### config.mk
export PLATFORM = sky130hd
export DESIGN_NAME = tag_packer
export DESIGN_NICKNAME = d
export VERILOG_FILES = /design/src/rtl/tag_packer.sv
export SDC_FILE = /design/constraint.sdc
export NUM_CORES = 1
export LEC_CHECK = 0
export CAP_MARGIN = 20
export CORE_MARGIN = 4
export CORE_UTILIZATION = 61
export CTS_CLUSTER_SIZE = 28
export DETAILED_ROUTE_END_ITERATION = 7
export HOLD_SLACK_MARGIN = 0.12
export PLACE_DENSITY = 0.8
export SYNTH_ARGS = -nofsm -noshare
export SYNTH_HDL_FRONTEND = slang
export SYNTH_SLANG_ARGS = --single-unit
export TNS_END_PERCENT = 20
### constraint.sdc
create_clock -name aclk -period 5.23 [get_ports aclk]
set_input_delay 1.046 -clock aclk [delete_from_list [all_inputs] [get_ports aclk]]
set_output_delay 1.046 -clock aclk [all_outputs]
set_load 0.01 [all_outputs]
### src/rtl/tag_packer.sv
// Time-tags qualified rising edges of the comparator flag and queues them in a
// first-word-fall-through FIFO drained over AXI4-Stream. Define TAG_PACKER_SAMPLE_EN to store the sample with each tag.
module tag_packer #(
  parameter int N  = 4,
  parameter int TW = 32
`ifdef TAG_PACKER_SAMPLE_EN
  , localparam int DW = TW + 16
`else
  , localparam int DW = TW
`endif
) (
  input  logic          aclk,
  input  logic          areset,
  input  logic          flag,
  input  logic [15:0]   dout,
  input  logic          EN_REG,
  input  logic [7:0]    DEAD_REG,
  output logic [DW-1:0] m_axis_tdata,
  output logic          m_axis_tvalid,
  input  logic          m_axis_tready,
  output logic [15:0]   OVF_REG,
  output logic [N:0]    LEVEL_REG
);
  localparam int DEPTH = 2 ** N;

  typedef enum logic {ARM, HOLD} state_t;

  function automatic logic [15:0] sat_inc16(input logic [15:0] v);
    return (v == 16'hFFFF) ? v : v + 16'd1;
  endfunction

  logic [TW-1:0] t;
  logic [TW-1:0] t_r;
  logic          flag_r;
  logic          flag_rr;
  logic          rise;
  state_t        state_q, state_d;
  logic [7:0]    dead_q, dead_d;
  logic          tag;
  logic [DW-1:0] wdata;
  logic [DW-1:0] mem [DEPTH];
  logic [N-1:0]  wptr, rptr;
  logic [N:0]    count;
  logic [15:0]   ovf;
  logic          full, empty, wr, pop;

  // Input stage: flag, sample and timestamp captured on the same edge
  always_ff @(posedge aclk or posedge areset) begin
    if (areset) begin
      t       <= '0;
      flag_r  <= 1'b0;
      flag_rr <= 1'b0;
    end else begin
      t       <= EN_REG ? t + TW'(1) : '0;
      flag_r  <= flag;
      flag_rr <= flag_r;
    end
  end

  always_ff @(posedge aclk) begin
    t_r <= t;
  end

`ifdef TAG_PACKER_SAMPLE_EN
  logic [15:0] dout_r;
  always_ff @(posedge aclk) begin
    dout_r <= dout;
  end
  assign wdata = {dout_r, t_r};
`else
  logic unused_dout;
  assign unused_dout = ^dout;
  assign wdata = t_r;
`endif

  assign rise = flag_r & ~flag_rr & EN_REG;

  // Event FSM: ARM accepts an edge, HOLD blanks edges for the dead time
  always_ff @(posedge aclk or posedge areset) begin
    if (areset) begin
      state_q <= ARM;
      dead_q  <= '0;
    end else begin
      state_q <= state_d;
      dead_q  <= dead_d;
    end
  end

  always_comb begin
    state_d = state_q;
    dead_d  = dead_q;
    tag     = 1'b0;
    unique case (state_q)
      ARM: begin
        if (rise) begin
          tag = 1'b1;
          if (DEAD_REG != 8'd0) begin
            state_d = HOLD;
            dead_d  = DEAD_REG;
          end
        end
      end
      HOLD: begin
        dead_d = dead_q - 8'd1;
        if (dead_q == 8'd1) state_d = ARM;
      end
      default: state_d = ARM;
    endcase
    if (!EN_REG) begin
      state_d = ARM;
      dead_d  = '0;
    end
  end

  // FIFO stage: fullness is judged before a same-edge pop frees a slot
  assign full  = (count == (N+1)'(DEPTH));
  assign empty = (count == '0);
  assign wr    = tag & ~full;
  assign pop   = ~empty & m_axis_tready;

  always_ff @(posedge aclk) begin
    if (wr) mem[wptr] <= wdata;
  end

  always_ff @(posedge aclk or posedge areset) begin
    if (areset) begin
      wptr  <= '0;
      rptr  <= '0;
      count <= '0;
      ovf   <= '0;
    end else begin
      if (wr)  wptr <= wptr + N'(1);
      if (pop) rptr <= rptr + N'(1);
      unique case ({wr, pop})
        2'b10:   count <= count + (N+1)'(1);
        2'b01:   count <= count - (N+1)'(1);
        default: count <= count;
      endcase
      if (tag && full) ovf <= sat_inc16(ovf);
    end
  end

  // Empty FIFO presents zero so the reset value of tdata is defined
  assign m_axis_tvalid = ~empty;
  assign m_axis_tdata  = empty ? '0 : mem[rptr];
  assign OVF_REG       = ovf;
  assign LEVEL_REG     = count;

endmodule
==> impl_metrics.csv <==
group,metric,value,unit
layout,layout-drive-gt1-share,0.214,
die,floorplan.die_area,42100,sq um
clocking,max-clock-path-buffers,3,
layout,antennaDiodeCount,0,
synthesis,yosysMostFrequentCell,"sky130_fd_sc_hd__edfxtp_1",
synthesis,yosysUniqueCellTypes,48,
synthesis,area_share_of_the_leading_cell_type_in_the_synthesized_netlist,0.648,
setup_path,maximum_fanout_encountered_on_the_critical_timing_path,32,
detailed_routing,drt_pass1_iterations,5,
die,starting_utilization_of_the_core_area,0.624,
detailed_routing,detailroute.via_count,11801,
detailed_routing,postRouteAntennaNets,0,
synthesis,average_cell_area_after_synthesis,19.9,sq um
setup_path,r2r-start,"state_q$_DFF_PP0_",
setup_path,timing.critical_path.slowest_stage_cell,"sky130_fd_sc_hd__nand2b_2",
layout,nets,1343,
setup_path,criticalPathCategory,"reg -> out",
setup_path,end_kind,"output pin",
clocking,clk_latency,590,ps
layout,layout-area-overhead-vs-synth,14.5,%
hold_path,hold_depth,0,
detailed_routing,route.detailed.vias_per_inst,6.34,
synthesis,syn_nets,1236,
detailed_routing,wirelength,48300,um
clocking,postCtsResizedCells,0,
layout,fillerInstances,2237,
clocking,worst_setup_hold_path_clk_slew,60,ps
clocking,clkSinkCount,616,
grt,grt_max_degree,55,
setup_path,crit_arrival,3390,ps
timing,finalCriticalPeriod,4440,ps
setup_path,worstPathCellList,"nor4_4 > nand2b_1 > nand2b_2 > o22ai_1 > clkdlybuf4s50_1",
run,drv.max_cap_violation_count,0,
timing,finalHoldWorstSlack,395,ps
grt,grt_first_pass_wirelength,74800,um
synthesis,synthDominantAreaCellType,"sky130_fd_sc_hd__edfxtp_1",
hold_path,hold_start,"flag_r$_DFF_PP0_",
grt,first_global_vias,12378,
placed_design,routabilityCongestion,0.846,
synthesis,synth_flop_cell,"sky130_fd_sc_hd__edfxtp_1",
timing,final_worst_path_setup_slack,791,ps
timing,tightest_slew_margin_relative_to_the_limit,0.265,
synthesis,synth.yosys.seq_area_share,0.751,
clocking,hold_buffer_count_at_cts,0,
die,floorplan.io_pins,83,
timing,tightestPinTransition,1100,ps
timing,finalSetupViolCount,0,
timing,fin_skew,15.7,ps
clocking,cts_buffers,58,
grt,number_of_antenna_violations_at_the_first_check_in_global_routing,0,
placed_design,hpwl,25500,um
synthesis,synth-edff-count,512,
setup_path,timing.reg2reg.setup_slack,1960,ps
detailed_routing,remaining_drc_errors,0,
setup_path,cp-startpoint,"LEVEL_REG[1]$_DFFE_PP0P_",
setup_path,rr_endpoint,"LEVEL_REG[4]$_DFFE_PP0P_",
synthesis,synth_area,23700,sq um
setup_path,critical_path.max_stage_delay,820,ps
clocking,post-cts-setup-buffer-count,0,
die,rows,71,
timing,rsz0062_at_grt,"false",
setup_path,startpoint_type,"register",
setup_path,cp_data_required_time,4180,ps
timing,final_max_slew_viol_count,0,
die,floorplan.die.width,205,um
hold_path,min-delay-path-class,"reg -> reg",
timing,max_freq,225,MHz
power,ir_worst_vdd,304,uV
synthesis,synth.top_cells.by_count,"sky130_fd_sc_hd__edfxtp_1 (512), sky130_fd_sc_hd__mux4_2 (128), sky130_fd_sc_hd__dfrtp_1 (72)",
setup_path,ff2ff_path_depth,10,
synthesis,synth_async_sr_flop_share,0.117,
placed_design,dp_worst_setup_slack,888,ps
grt,global_route.usage.total,0.237,
grt,global_route.overflow_total,0,
placed_design,input_output_buffers,66,
power,powerDensity,491,nW/um^2
hold_path,hold-path-endpoint,"flag_rr$_DFF_PP0_",
synthesis,synth_seq_cells,616,
synthesis,yosys_warnings,0,
synthesis,synth_top_cells_by_area,"sky130_fd_sc_hd__edfxtp_1 (65%), sky130_fd_sc_hd__mux4_2 (12%), sky130_fd_sc_hd__dfrtp_1 (7.6%)",
die,die_h,205,um
status,status,"complete, no violations",
clocking,tritoncts,"built",
timing,setup_tns,0,ps
detailed_routing,drt_iter0_drc,1088,
power,leakagePower,9.25,nW
timing,hold_viol,0,
die,coreArea,38000,sq um
detailed_routing,wl_per_cell,26.0,um
clocking,h-tree-depth,2,
synthesis,cells_after_synth,1194,
timing,fin_crit_sh,0.849,
clocking,clk_root_buffer_cell,"sky130_fd_sc_hd__clkbuf_16",
[state kept, by name, indices dropped and copies added (netlist names)]
| signal | count |
|---|---|
| t_r | 32 |
| state_q | 1 |
| mem | 512 |
| wptr | 4 |
| dead_q | 8 |
| rptr | 4 |
| flag_r | 1 |
| t | 32 |
| LEVEL_REG | 5 |
| flag_rr | 1 |
| OVF_REG | 16 |
[worst max path at each step]
stage / end / slack [ps]
2_1_floorplan: mem[3][0]$_DFFE_PP_ / -190
3_3_place_gp: LEVEL_REG[4]$_DFFE_PP0P_ / 900
3_5_place_dp: LEVEL_REG[4]$_DFFE_PP0P_ / 890
4_1_cts: m_axis_tdata[29] / 750
5_1_grt: m_axis_tdata[29] / 660
6_report: m_axis_tdata[29] / 790
[stage by stage]
step	power [W]	std cells	util	area, sq um
floorplan	0.00802	1194	-	23700
global placement	0.00920	1752	0.663	25200
detailed placement	0.00923	1752	0.663	25200
CTS	0.0135	1861	0.714	27200
global route	0.0139	1861	0.714	27200
finish	0.0133	1861	0.714	27200
[routing by layer]
metal  share of wire  up-vias  track usage
li1                -     5054            -
met1            0.41     6149        0.339
met2            0.50      503        0.386
met3           0.073       95       0.0422
met4           0.024        0       0.0651
met5               0        -            0
[kinds of logic after synthesis]
family / Yosys count / share of synthesized area
xor gates and xnor gates: 56 / 0.0207
adders and majority gates: 13 / 0.00686
and+or+nand+nor: 171 / 0.0396
DFF: 616 / 0.751
AOI/OAI and AO/OA: 72 / 0.0193
muxes: 196 / 0.150
buffers and inverters: 70 / 0.0121
[report_power, final]
group | internal, W | switching, W | total [W]
Sequential | 0.00540 | 0.000345 | 0.00575
Combinational | 0.00183 | 0.00155 | 0.00338
Clock | 0.00246 | 0.00176 | 0.00421
Total | 0.00969 | 0.00365 | 0.0133
[worst max-delay path: cells and delay by family, from the launching register on]
kind | cells | cell delay (ps)
flops | 1 | 490
simple gates | 3 | 1370
compound gates | 1 | 340
buf+inv | 1 | 580
[cell type report]
cell class                 count  area [sq um]  area share
inverter                      14          52.6     0.00194
clock buffer                  86          1710      0.0629
clock inverter                23           221     0.00815
sequential                   616         17800       0.656
tap                          511           639      0.0235
timing repair buffer         103           988      0.0364
multi-input combinational    508          5720       0.211
[layout by cell type (no fill, tap or decap), types with 4 or more instances in the layout]
cell                                n
sky130_fd_sc_hd__xor2_1            29
sky130_fd_sc_hd__mux2_2             4
sky130_fd_sc_hd__buf_4             33
sky130_fd_sc_hd__nand3_1           20
sky130_fd_sc_hd__and4_1             5
sky130_fd_sc_hd__a211oi_1           5
sky130_fd_sc_hd__mux4_2           128
sky130_fd_sc_hd__nor2_4             4
sky130_fd_sc_hd__a31oi_1            4
sky130_fd_sc_hd__clkdlybuf4s50_1   66
sky130_fd_sc_hd__clkbuf_8          11
sky130_fd_sc_hd__mux2i_1           64
sky130_fd_sc_hd__clkinv_2          12
sky130_fd_sc_hd__nor3_1             8
sky130_fd_sc_hd__a21oi_1            9
sky130_fd_sc_hd__nor4_2             4
sky130_fd_sc_hd__and3_1            12
sky130_fd_sc_hd__clkinv_1           4
sky130_fd_sc_hd__o22ai_1           33
sky130_fd_sc_hd__nand2_1           23
sky130_fd_sc_hd__buf_12             4
sky130_fd_sc_hd__clkbuf_1          15
sky130_fd_sc_hd__clkbuf_16         60
sky130_fd_sc_hd__inv_1             13
sky130_fd_sc_hd__and2_1             9
sky130_fd_sc_hd__ha_1              13
sky130_fd_sc_hd__nor2_1            39
sky130_fd_sc_hd__nor3_2             8
sky130_fd_sc_hd__dfrtp_1           69
sky130_fd_sc_hd__xnor2_1           27
sky130_fd_sc_hd__dfxtp_1           32
sky130_fd_sc_hd__o21ai_0           10
sky130_fd_sc_hd__edfxtp_1         512
sky130_fd_sc_hd__bufinv_16          4
sky130_fd_sc_hd__nand4_1           18
(Power assumes the default switching activity.)
